File: src/rtl/serial_subtractor_ctrl_if.sv
// Request/result bundle between a requesting datapath and the bit-serial subtractor.
// The requester drives operands and start; the subtractor returns status and result.
interface serial_subtractor_ctrl_if #(
    parameter int WIDTH = 8
);
    logic             start;
    logic [WIDTH-1:0] a;
    logic [WIDTH-1:0] b;
    logic             borrow_in;
    logic             busy;
    logic             done;
    logic [WIDTH-1:0] diff;
    logic             borrow_out;

    modport master (
        output start, a, b, borrow_in,
        input  busy, done, diff, borrow_out
    );

    modport slave (
        input  start, a, b, borrow_in,
        output busy, done, diff, borrow_out
    );
endinterface

File: src/rtl/serial_subtractor_ctrl.sv
// Bit-serial WIDTH-bit subtractor: one full-subtractor cell, LSB first, one bit per clock.
// The final borrow and difference are published together with a one-cycle done pulse.
module serial_subtractor_ctrl #(
    parameter int WIDTH = 8
) (
    input logic                    clk,
    input logic                    rst_n,
    serial_subtractor_ctrl_if.slave bus
);
    localparam int CW = $clog2(WIDTH) + 1;

    typedef enum logic [1:0] {
        IDLE  = 2'd0,
        SHIFT = 2'd1,
        DONE  = 2'd2
    } state_t;

    state_t           state_q, state_d;
    logic [WIDTH-1:0] a_sr, b_sr, res_sr, res_next, diff_q;
    logic             bc_q, borrow_q;
    logic [CW-1:0]    cnt_q;
    logic             ai, bi, d, bnext;
    logic             accept, last_bit;

    // Full-subtractor cell on the current LSBs and the carried borrow.
    assign ai    = a_sr[0];
    assign bi    = b_sr[0];
    assign d     = ai ^ bi ^ bc_q;
    assign bnext = (~ai & bi) | (~(ai ^ bi) & bc_q);

    assign accept   = bus.start && ((state_q == IDLE) || (state_q == DONE));
    assign last_bit = (cnt_q == CW'(WIDTH - 1));

    // Result bits enter from the MSB side so bit 0 ends up at position 0.
    always_comb begin
        res_next            = res_sr >> 1;
        res_next[WIDTH-1]   = d;
    end

    always_ff @(posedge clk or negedge rst_n) begin
        if (!rst_n) begin
            state_q <= IDLE;
        end else begin
            // NOTE: flops are always written with <= so every register samples
            // the pre-edge values, independent of statement order.
            state_q <= state_d;
        end
    end

    always_comb begin
        // NOTE: assigning a default before the case keeps every path driven,
        // so no latch is inferred for state_d.
        state_d = state_q;
        case (state_q)
            IDLE:    if (accept) state_d = SHIFT;
            SHIFT:   if (last_bit) state_d = DONE;
            DONE:    state_d = accept ? SHIFT : IDLE;
            default: state_d = IDLE;
        endcase
    end

    always_ff @(posedge clk or negedge rst_n) begin
        if (!rst_n) begin
            // NOTE: operand/result shift registers are reset as well, so a
            // discarded operation leaves no stale bits behind.
            a_sr     <= '0;
            b_sr     <= '0;
            res_sr   <= '0;
            bc_q     <= 1'b0;
            cnt_q    <= '0;
            diff_q   <= '0;
            borrow_q <= 1'b0;
        end else if (accept) begin
            a_sr   <= bus.a;
            b_sr   <= bus.b;
            bc_q   <= bus.borrow_in;
            res_sr <= '0;
            cnt_q  <= '0;
        end else if (state_q == SHIFT) begin
            a_sr   <= a_sr >> 1;
            b_sr   <= b_sr >> 1;
            bc_q   <= bnext;
            res_sr <= res_next;
            cnt_q  <= cnt_q + CW'(1);
            // Publish only on the last bit; partial sums never reach diff.
            if (last_bit) begin
                diff_q   <= res_next;
                borrow_q <= bnext;
            end
        end
    end

    assign bus.busy       = (state_q == SHIFT);
    assign bus.done       = (state_q == DONE);
    assign bus.diff       = diff_q;
    assign bus.borrow_out = borrow_q;
endmodule

File: src/flat_wrapper.sv
// flat-port wrapper written by rule: the top's interface ports become plain ports
module serial_subtractor_ctrl_flat 
#(
    parameter int WIDTH = 8
)
  (clk, rst_n, bus_start, bus_a, bus_b, bus_borrow_in, bus_busy, bus_done, bus_diff, bus_borrow_out);
  serial_subtractor_ctrl_if #(.WIDTH(WIDTH)) bus_i ();
  input logic clk;
  input logic rst_n;
  input wire logic [$bits(bus_i.start)-1:0] bus_start;
  input wire logic [$bits(bus_i.a)-1:0] bus_a;
  input wire logic [$bits(bus_i.b)-1:0] bus_b;
  input wire logic [$bits(bus_i.borrow_in)-1:0] bus_borrow_in;
  output wire logic [$bits(bus_i.busy)-1:0] bus_busy;
  output wire logic [$bits(bus_i.done)-1:0] bus_done;
  output wire logic [$bits(bus_i.diff)-1:0] bus_diff;
  output wire logic [$bits(bus_i.borrow_out)-1:0] bus_borrow_out;
  assign bus_i.start = bus_start;
  assign bus_i.a = bus_a;
  assign bus_i.b = bus_b;
  assign bus_i.borrow_in = bus_borrow_in;
  assign bus_busy = bus_i.busy;
  assign bus_done = bus_i.done;
  assign bus_diff = bus_i.diff;
  assign bus_borrow_out = bus_i.borrow_out;
  serial_subtractor_ctrl #(.WIDTH(WIDTH)) u_core (.clk(clk), .rst_n(rst_n), .bus(bus_i));
endmodule
File: config.mk
export PLATFORM = sky130hd
export DESIGN_NAME = serial_subtractor_ctrl_flat
export DESIGN_NICKNAME = d
export VERILOG_FILES = /design/src/rtl/serial_subtractor_ctrl_if.sv /design/src/rtl/serial_subtractor_ctrl.sv /design/src/flat_wrapper.sv
export SDC_FILE = /design/constraint.sdc
export NUM_CORES = 1
export LEC_CHECK = 0
export BUFFER_PORTS_ARGS = -buffer_cell sky130_fd_sc_hd__buf_4
export CAP_MARGIN = 25
export CORE_MARGIN = 2
export CORE_UTILIZATION = 35
export CTS_BUF_LIST = sky130_fd_sc_hd__clkbuf_4 sky130_fd_sc_hd__clkbuf_8 sky130_fd_sc_hd__clkbuf_16
export DETAILED_ROUTE_END_ITERATION = 8
export GPL_TIMING_DRIVEN = 0
export PLACE_DENSITY = 0.56
export SLEW_MARGIN = 20
export SYNTH_ARGS = -nofsm -noshare
export SYNTH_HDL_FRONTEND = slang
export SYNTH_SLANG_ARGS = --single-unit
File: constraint.sdc
create_clock -name clk -period 2.11 [get_ports clk]
set_input_delay 0.211 -clock clk [delete_from_list [all_inputs] [get_ports clk]]
set_output_delay 0.211 -clock clk [all_outputs]
set_load 0.005 [all_outputs]
==> results of run 1 <==
==> path summary, 6_finish.rpt <==
check                                    from  cells after the start                 end
max reg2reg                 u_core.state_q[1]                      4  u_core.bus.diff[6]
min in group asynchronous               rst_n                      2  u_core.bus.diff[3]
max                         u_core.state_q[1]                      5            bus_busy
min                                  bus_a[3]                      3      u_core.a_sr[3]
max in group asynchronous               rst_n                      2      u_core.a_sr[3]
min reg2reg                u_core.bus.diff[4]                      1  u_core.bus.diff[4]
==> cells in the mapped netlist (all sizes together), types with 2 or more instances <==
cell type  count  area (sq um)
nand2         24         90.09
inv            4         15.01
a31oi          7         43.79
a221o          2         20.02
nor3           2         21.27
a22o          10         87.58
clkbuf         4         15.01
buf            4         26.27
mux2           9         101.4
nor2           9         33.78
mux2i          3         30.03
nand3          7         35.03
nand2b         2         12.51
o21ai          2         10.01
a22oi          6         45.04
dfrtp         39         975.9
==> cells by family (layout without fill, tap and decap cells) <==
group | after synthesis | in the layout | share of synthesized area [%]
buffers and inverters | 12 | 49 | 3.485
AO/OA/AOI/OAI | 27 | 27 | 12.78
AND/OR/NAND/NOR | 47 | 47 | 13.17
flip-flops | 39 | 39 | 60.42
multiplexers | 12 | 12 | 8.133
adder cells (fa/ha/maj) | 2 | 2 | 2.014
==> power groups by stage <==
stage          sequential (W)  clock [W]  combinational [W]
3_3_place_gp          0.00131          0            0.00117
5_1_grt               0.00136   0.000528            0.00136
4_1_cts               0.00131   0.000480            0.00122
2_1_floorplan         0.00128          0           0.000812
3_5_place_dp          0.00133          0            0.00121
6_report              0.00131   0.000465            0.00120
==> stage by stage <==
step	util (%)	setup slack, ns	hold WS [ns]
after global routing	45.12	0.2980	0.1319
final	45.12	0.4027	0.1417
after floorplan	-	0.6444	-0.08459
after global placement	43.17	0.5002	0.2080
after CTS	45.12	0.3897	0.1347
after detailed placement	43.17	0.4906	0.2110
==> routing by layer <==
metal / track usage [%] / vias up / share of wire [%]
met3: 5.417 / 5 / 3.8
met1: 20.59 / 561 / 47
met5: 0 / - / 0
met2: 21.91 / 23 / 47
met4: 5.660 / 0 / 1.7
li1: - / 563 / -
==> state kept, by name, summed over array words and instances (netlist names) <==
register               cells
u_core.cnt_q               4
u_core.b_sr                8
u_core.res_sr              7
u_core.state_q             2
u_core.bus.borrow_out      1
u_core.bc_q                1
u_core.a_sr                8
u_core.bus.diff            8
==> repair_timing <==
item                                    CTS  global route
endpoints found under the setup margin    0             0
hold endpoints to repair                 39             0
hold buffers                              1             0
==> area by class of cell <==
class / count / area share [%]
Sequential cell: 39 / 48.99
Multi-Input combinational cell: 88 / 29.27
Timing Repair Buffer: 31 / 11.81
Clock buffer: 6 / 3.832
Tap cell: 52 / 3.266
Buffer: 8 / 2.073
Inverter: 4 / 0.7538
==> worst max-delay path, cell delays in order, from the launching register on <==
cell and delay (ns):
dfrtp_1 0.37, nand2b_1 0.15, buf_6 0.15, inv_2 0.15
buf_2 0.25, buf_4 0.15
==> results.toml, run 1 <==
[timing]
fin_crit_ns = 1.707
tns_ns = 0
finClkSkew_ns = 0.004122
max_freq_mhz = 585.7
final-hold-violation-count = 0
relSlewSlack_pct = 66.96
setup_viol = 0
drv_slew = 0
tightest_slew_ns = 0.4956
rsz0062_at_grt = "no"
period_share_pct = 80.91

[pwr]
ir_drop_uv = 566.6
clkPwrFrac_pct = 15.6
power_frac_comb_pct = 40.3
p_seq_share_pct = 44.1
switching_share_pct = 35.02
power.total_w = 0.002980
p_switching_w = 0.001044
internal_power_w = 0.001937
power_density_nw_per_um2 = 1496
leakage_nw = 0.9507

[synth]
ys_types = 24
synth_edf_count = 0
synth_nets = 161
syn-mean-instance-area_sq_um = 11.62
yosysSeqAreaShare_pct = 60.42
ys_async_sr_fraction_pct = 100.0
syn_area_sq_um = 1615
synth_seq_cells = 39
synthFlopType = "dfrtp_1"
yosys_warnings = 0
synthCells = 139

[cells_and_area]
area_delta_synth_final_pct = 23.32
final_common_cell = "dfrtp_1"
final_area_sq_um = 1992
final_net_count = 199
layout-drive-gt1-share_pct = 28.98
n_antenna_cell = 0
seqCellArea_sq_um = 975.9
multi_input_area_sq_um = 583.1
nFillCells = 438
layout_common_cells = "39 x dfrtp_1, 30 x buf_4, 24 x nand2_1"
fin_cells = 228

[worst_setup_path]
arrival_ns = 1.50
cp_data_required_time_ns = 1.90
crit_type = "reg -> out"
cp_max_fo = 10
reg2reg_slack_ns = 0.51
start_kind = "flop"
cp-end-kind = "output pin"

[place]
placed_cells = 221
place_hpwl_microns = 2419
io_buffers = 30
gp_congestion = 0.7547
place_area_sq_um = 1906

[global_routing]
grtUsageTotal_pct = 15.00
grt_pass1_vias = 1194
grt_max_degree = 40
antenna_found_initial = 0
grt_pass1_wl_microns = 5823
overflow = 0

[routing]
drt-wirelength-per-cell_microns = 14.80
drt_wl_total_microns = 3375
drt-pass1-iter-count = 4
ant_nets = 0
vias = 1152
drc_errors = 0
drt_iter0_markers = 53
vias_per_cell = 5.053

[clock_network]
htreeDepth = 2
cts_setup_buffers = 0
clockRootBuffer = "clkbuf_8"
insertion_delay_ns = 0.28
clockBufferDepth = 2
cts.clk_slew.worst_paths_ns = 0.07
tritoncts = "yes"
cts_resized = 0
cts_buffers = 5
clock_sinks = 39

[floorplan]
start_util_pct = 36.59
die_area_sq_um = 5175
core_sq_um = 4414
rows = 24
fp.dieW_microns = 71.94
die_y_microns = 71.94
num_io_pins = 31

[hold_path]
hold_class = "in -> reg"

[job]
cap_violations = 0

[status]
outcome = "finished clean"
Note: power is estimated with default switching activity, not from simulation.
==> run 2: changes to the inputs <==
--- a/config.mk
+++ b/config.mk
@@ -5,6 +5,7 @@
 export SDC_FILE = /design/constraint.sdc
 export NUM_CORES = 1
 export LEC_CHECK = 0
+export ABC_AREA = 1
 export BUFFER_PORTS_ARGS = -buffer_cell sky130_fd_sc_hd__buf_4
 export CAP_MARGIN = 25
 export CORE_MARGIN = 2
@@ -12,7 +13,7 @@
 export CTS_BUF_LIST = sky130_fd_sc_hd__clkbuf_4 sky130_fd_sc_hd__clkbuf_8 sky130_fd_sc_hd__clkbuf_16
 export DETAILED_ROUTE_END_ITERATION = 8
 export GPL_TIMING_DRIVEN = 0
-export PLACE_DENSITY = 0.56
+export PLACE_DENSITY = 0.55
 export SLEW_MARGIN = 20
 export SYNTH_ARGS = -nofsm -noshare
 export SYNTH_HDL_FRONTEND = slang
==> constraint.sdc (replaced) <==
create_clock -name clk -period 1.7 [get_ports clk]
set_input_delay 0.17 -clock clk [delete_from_list [all_inputs] [get_ports clk]]
set_output_delay 0.17 -clock clk [all_outputs]
set_load 0.005 [all_outputs]
==> run 2 against run 1 <==
Against the previous run:
- sequential share of layout area is 4.1 points lower
- non-clock buffer count is 1 lower
- final cell count is 35% higher
- wire length is 1.2% higher
- global-route usage is 1.4 points lower
- worst hold slack worse by 0.061 ns
- power is 27% higher
- sequential cell count stayed put
- die area is 8.7% higher
- largest power group is now combinational cells
- highest routed layer unchanged
==> results.toml, run 2 <==
[floorplan]
core_sq_um = 4786
num_io_pins = 31
rows = 25
die_y_microns = 75.00
start_util_pct = 36.86
die_area_sq_um = 5624
fp.dieW_microns = 75.00

[timing]
drv_slew = 0
hold_ws_ns = 0.08066
period_share_pct = 84.49
rsz0062_at_grt = "no"
setup_viol = 0
fin_crit_ns = 1.436
tns_ns = 0
final-hold-violation-count = 0
tightest_slew_ns = 0.5028
max_freq_mhz = 696.2
relSlewSlack_pct = 66.48
finClkSkew_ns = 0.01151

[clock_network]
hold_buffers = 1
cts.clk_slew.worst_paths_ns = 0.07
cts_setup_buffers = 0
clock_sinks = 39
cts_buffers = 5
insertion_delay_ns = 0.29
cts_resized = 0
htreeDepth = 2
clockRootBuffer = "clkbuf_8"
tritoncts = "yes"
clockBufferDepth = 2

[cells_and_area]
layout_common_cells = "91 x nand2_1, 39 x dfrtp_1, 32 x buf_4"
layout-drive-gt1-share_pct = 26.67
final_net_count = 261
area_delta_synth_final_pct = 23.12
final_common_cell = "nand2_1"
n_antenna_cell = 0
nFillCells = 516

[pwr]
internal_power_w = 0.002324
clkPwrFrac_pct = 16.7
p_seq_share_pct = 40.7
power_frac_comb_pct = 42.6
p_switching_w = 0.001471
leakage_nw = 1.169
ir_drop_uv = 615.9
switching_share_pct = 38.75
power_density_nw_per_um2 = 1747

[synth]
yosysTopAreaCell = "dfrtp_1"
synth_nets = 223
syn-mean-instance-area_sq_um = 8.777
synthFlopType = "dfrtp_1"
yosysSeqAreaShare_pct = 55.32
synth_seq_cells = 39
syn_area_sq_um = 1764
synth_edf_count = 0
ys_top_cells_by_area = "dfrtp_1 55%, nand2_1 19%, o21ai_2 5.0%"
synth_top_area_share_pct = 55.32
synthTopCellsByCount = "91 x nand2_1, 39 x dfrtp_1, 18 x inv_1"
yosys_warnings = 0
synth_most_common_cell = "nand2_1"
synthCells = 201
ys_async_sr_fraction_pct = 100.0
ys_types = 19

[routing]
drt-wirelength-per-cell_microns = 11.12
drc_errors = 0
drt_wl_total_microns = 3414
drt_iter0_markers = 119
ant_nets = 0
drt-pass1-iter-count = 4
vias = 1352
vias_per_cell = 4.404

[worst_setup_path]
crit_type = "reg -> out"
r2r_cells = 6
reg2reg_slack_ns = 0.43
r2r_end = "u_core.bus.diff[0]"
cp_data_required_time_ns = 1.53
arrival_ns = 1.27
timing.rr.start = "u_core.cnt_q[0]"
start_kind = "flop"
cp-end-kind = "output pin"
cp_max_fo = 10

[hold_path]
hold_class = "in -> reg"
hold_start = "bus_a[7]"
min_path_cells = 3
hold_end = "u_core.a_sr[7]"

[global_routing]
grt_pass1_wl_microns = 5671
overflow = 0
grt_max_degree = 40
antenna_found_initial = 0
grt_pass1_vias = 1222
grtUsageTotal_pct = 13.60

[place]
io_buffers = 30
place_hpwl_microns = 2400
gp_congestion = 0.7141

[job]
cap_violations = 0

[status]
outcome = "finished clean"
run 2: changes by cell type after synthesis, sizes merged, moves of 4 or more:
| cell | previous run | this run |
|---|---|---|
| o22ai | 0 | 7 |
| inv | 4 | 20 |
| a22oi | 6 | 0 |
| o21ai | 2 | 12 |
| mux2 | 9 | 0 |
| clkbuf | 4 | 0 |
| a31oi | 7 | 0 |
| a22o | 10 | 0 |
| nand3 | 7 | 11 |
| nand2 | 24 | 95 |
run 2: metal layers:
metal / track usage (%) / wire, microns / up-vias
li1: - / - / 699
met1: 18.40 / 1666 / 620
met2: 20.96 / 1583 / 31
met3: 4.150 / 146 / 2
met4: 4.365 / 18 / 0
met5: 0 / 0 / -
run 2: power groups by stage:
stage	logic [W]	registers [W]	clock network, W
after floorplan	0.00116	0.00153	0
after global placement	0.00164	0.00155	0
after detailed placement	0.00167	0.00156	0
after CTS	0.00167	0.00155	0.000645
after global routing	0.00189	0.00159	0.000688
final	0.00162	0.00154	0.000632
run 2: logic make-up after synthesis:
logic type | count (synthesis) | synth area share, %
AO/OA/AOI/OAI | 20 | 8.297
adder cells (fa/ha/maj) | 2 | 1.844
buffers and inverters | 27 | 7.588
flip-flops | 39 | 55.32
AND/OR/NAND/NOR | 113 | 26.95
run 2: worst max-delay path by stage:
| stage | cells past startpoint | end | slack [ns] | start |
|---|---|---|---|---|
| after floorplan | 4 | u_core.res_sr[7] | 0.54 | u_core.b_sr[0] |
| after CTS | 4 | bus_busy | 0.24 | u_core.state_q[0] |
| after global placement | 6 | u_core.bus.diff[0] | 0.40 | u_core.cnt_q[0] |
| after global routing | 4 | bus_busy | 0.18 | u_core.state_q[0] |
| after detailed placement | 6 | u_core.bus.diff[0] | 0.41 | u_core.cnt_q[0] |
| final | 4 | bus_busy | 0.26 | u_core.state_q[0] |
run 2: layout make-up:
cell class	count	area, sq um	share of cell area [%]
timing repair buffer	31	235.2	10.83
inverter	20	75.07	3.456
clock inverter	2	12.51	0.5760
buffer	7	58.81	2.707
tap	67	83.83	3.859
clock buffer	6	76.32	3.514
multi-input combinational	135	654.4	30.13
sequential	39	975.9	44.93
run 2: critical path: stages, from the launching register on:
cell and delay [ns]:
dfrtp_1 0.43, inv_2 0.09, nor2_4 0.14, buf_4 0.20, buf_4 0.12
run 2: metrics by stage:
step                      total power, W  cells  setup slack [ns]  cell area [sq um]  utilization [%]
after floorplan                 0.002699    201            0.5373               1764                -
after detailed placement        0.003227    298            0.4120               2073            43.32
final                           0.003795    307            0.2637               2172            45.39
after CTS                       0.003862    307            0.2441               2172            45.39
after global routing            0.004169    307            0.1825               2172            45.39
after global placement          0.003193    298            0.4029               2073            43.32
==> run 3: changes to the inputs <==
--- a/config.mk
+++ b/config.mk
@@ -5,7 +5,7 @@
 export SDC_FILE = /design/constraint.sdc
 export NUM_CORES = 1
 export LEC_CHECK = 0
-export ABC_AREA = 1
+export ABC_AREA = 0
 export BUFFER_PORTS_ARGS = -buffer_cell sky130_fd_sc_hd__buf_4
 export CAP_MARGIN = 25
 export CORE_MARGIN = 2
@@ -13,7 +13,7 @@
 export CTS_BUF_LIST = sky130_fd_sc_hd__clkbuf_4 sky130_fd_sc_hd__clkbuf_8 sky130_fd_sc_hd__clkbuf_16
 export DETAILED_ROUTE_END_ITERATION = 8
 export GPL_TIMING_DRIVEN = 0
-export PLACE_DENSITY = 0.55
+export PLACE_DENSITY = 0.58
 export SLEW_MARGIN = 20
 export SYNTH_ARGS = -nofsm -noshare
 export SYNTH_HDL_FRONTEND = slang
==> constraint.sdc (replaced) <==
create_clock -name clk -period 1.18 [get_ports clk]
set_input_delay 0.118 -clock clk [delete_from_list [all_inputs] [get_ports clk]]
set_output_delay 0.118 -clock clk [all_outputs]
set_load 0.005 [all_outputs]
==> run 3 against run 2 <==
Against the previous run:
- the flow now finishes with violations (setup timing)
- first-iteration DRC count down 38%
- sequential cell count unchanged
- wire length up 17%
- count of clock-buffer cells in the layout unchanged
- final cell count down 19%
- via count down 4.0%
- clock power up 80%
- clock skew down 0.0025 ns
==> results.toml, run 3 (synthesis results as in run 1) <==
[status]
outcome = "finished with violations"
violations = "setup timing"

[place]
place_area_sq_um = 1928
gp_congestion = 0.7298
io_buffers = 30
place_hpwl_microns = 2412

[clock_network]
cts_buffers = 5
clock_sinks = 39
clockRootBuffer = "clkbuf_8"
tritoncts = "yes"
cts.clk_slew.worst_paths_ns = 0.08
clockBufferDepth = 2
htreeDepth = 2
insertion_delay_ns = 0.29

[worst_setup_path]
critPathMaxStageDelay_ns = 0.41
start_kind = "flop"
cp_max_fo = 9
path_delay_family = "flip-flops"
cp-end-kind = "flop"
slowest_stage = "dfrtp_1"
crit_path_cell_trace = "ha_4, nand2_4, nor3_4, buf_12, mux2_2"
arrival_ns = 1.56
crit_type = "reg -> reg"
cp_data_required_time_ns = 1.36
path_buf_inv = 1
reg2reg_slack_ns = -0.21

[routing]
drt_wl_total_microns = 3995
drt-wirelength-per-cell_microns = 15.98
drc_errors = 0
ant_nets = 0
drt-pass1-iter-count = 4
vias_per_cell = 5.192
drt_iter0_markers = 74
vias = 1298

[cells_and_area]
final_area_sq_um = 2397
layout_common_cells = "39 x dfrtp_1, 38 x buf_4, 23 x nand2_1"
n_antenna_cell = 0
final_net_count = 219
area_delta_synth_final_pct = 48.41
final_common_cell = "dfrtp_1"
layout-drive-gt1-share_pct = 46.97

[timing]
hold_ws_ns = 0.03380
period_share_pct = 117.7
tightest_slew_ns = 0.4842
rsz0062_at_grt = "yes"
worst_slack_ns = -0.2086
fin_crit_ns = 1.389
finClkSkew_ns = 0.009041
relSlewSlack_pct = 67.72
drv_slew = 0
final-hold-violation-count = 0
max_freq_mhz = 720.2
setup_viol = 38

[global_routing]
top_usage_layer = "met2"
grtUsageTotal_pct = 16.61
overflow = 0
grt_pass1_vias = 1309
gr-usage-met1_pct = 21.52
grt_max_degree = 40
antenna_found_initial = 0
grt_use_met2_pct = 26.34
grt_pass1_wl_microns = 6486
grtUsageMet3_pct = 4.028

[floorplan]
rows = 24
fp.dieW_microns = 71.94
die_y_microns = 71.94
num_io_pins = 31
start_util_pct = 36.59
die_area_sq_um = 5175
core_sq_um = 4414

[pwr]
ir_drop_uv = 1096
leakage_nw = 1.137
power_density_nw_per_um2 = 2903

[job]
cap_violations = 0

[hold_path]
hold_class = "in -> reg"
run 3: per-layer routing:
| layer | share of wire [%] | vias up |
|---|---|---|
| li1 | - | 607 |
| met4 | 1.9 | 0 |
| met3 | 4.5 | 6 |
| met1 | 43 | 652 |
| met5 | 0 | - |
| met2 | 51 | 33 |
run 3: worst min-delay path: stages:
cell     delay, ns
buf_4         0.08
a22oi_2       0.05
nand2_1       0.05
run 3: stage by stage:
step | power [W] | TNS [ns] | util [%] | setup WS (ns) | std cells
final | 0.006961 | -3.190 | 54.31 | -0.2086 | 250
after floorplan | 0.003804 | -2.831 | - | -0.2738 | 139
after detailed placement | 0.004612 | -8.778 | 43.68 | -0.4739 | 221
after global placement | 0.004499 | -8.216 | 43.68 | -0.4558 | 221
after global routing | 0.007392 | -5.027 | 54.31 | -0.2595 | 250
after CTS | 0.006579 | -3.134 | 52.21 | -0.2683 | 246
run 3: layout make-up:
type	instances	area, sq um
Fill cell	378	2017
Buffer	7	76.32
Timing Repair Buffer	52	471.7
Tap cell	52	65.06
Clock inverter	2	35.03
Multi-Input combinational cell	88	668.1
Sequential cell	39	975.9
Clock buffer	6	82.58
Inverter	4	22.52
run 3: worst paths after layout:
check / startpoint / cells after the start / endpoint
max: u_core.cnt_q[0] / 5 / u_core.bus.diff[4]
min: bus_a[1] / 3 / u_core.a_sr[1]
max reg2reg: u_core.cnt_q[0] / 5 / u_core.bus.diff[4]
min reg2reg: u_core.res_sr[1] / 1 / u_core.res_sr[1]
max in group asynchronous: rst_n / 2 / u_core.b_sr[4]
min in group asynchronous: rst_n / 2 / u_core.bus.diff[7]
run 3: repair_timing:
item | 4_1_cts | 5_1_grt
pin swaps | 13 | 11
gates cloned | 2 | 1
endpoints found under the setup margin | 40 | 40
hold buffers | 1 | 0
gates resized for setup | 39 | 13
setup buffers | 15 | 3
hold endpoints to repair | 39 | 0
run 3: report_power, final:
group / internal (W) / total, W / switching, W / leakage (nW)
Clock: 0.000684 / 0.00114 / 0.000454 / 0.0612
Sequential: 0.00197 / 0.00241 / 0.000442 / 0.483
Combinational: 0.00198 / 0.00341 / 0.00143 / 0.593
Total: 0.00463 / 0.00696 / 0.00233 / 1.14
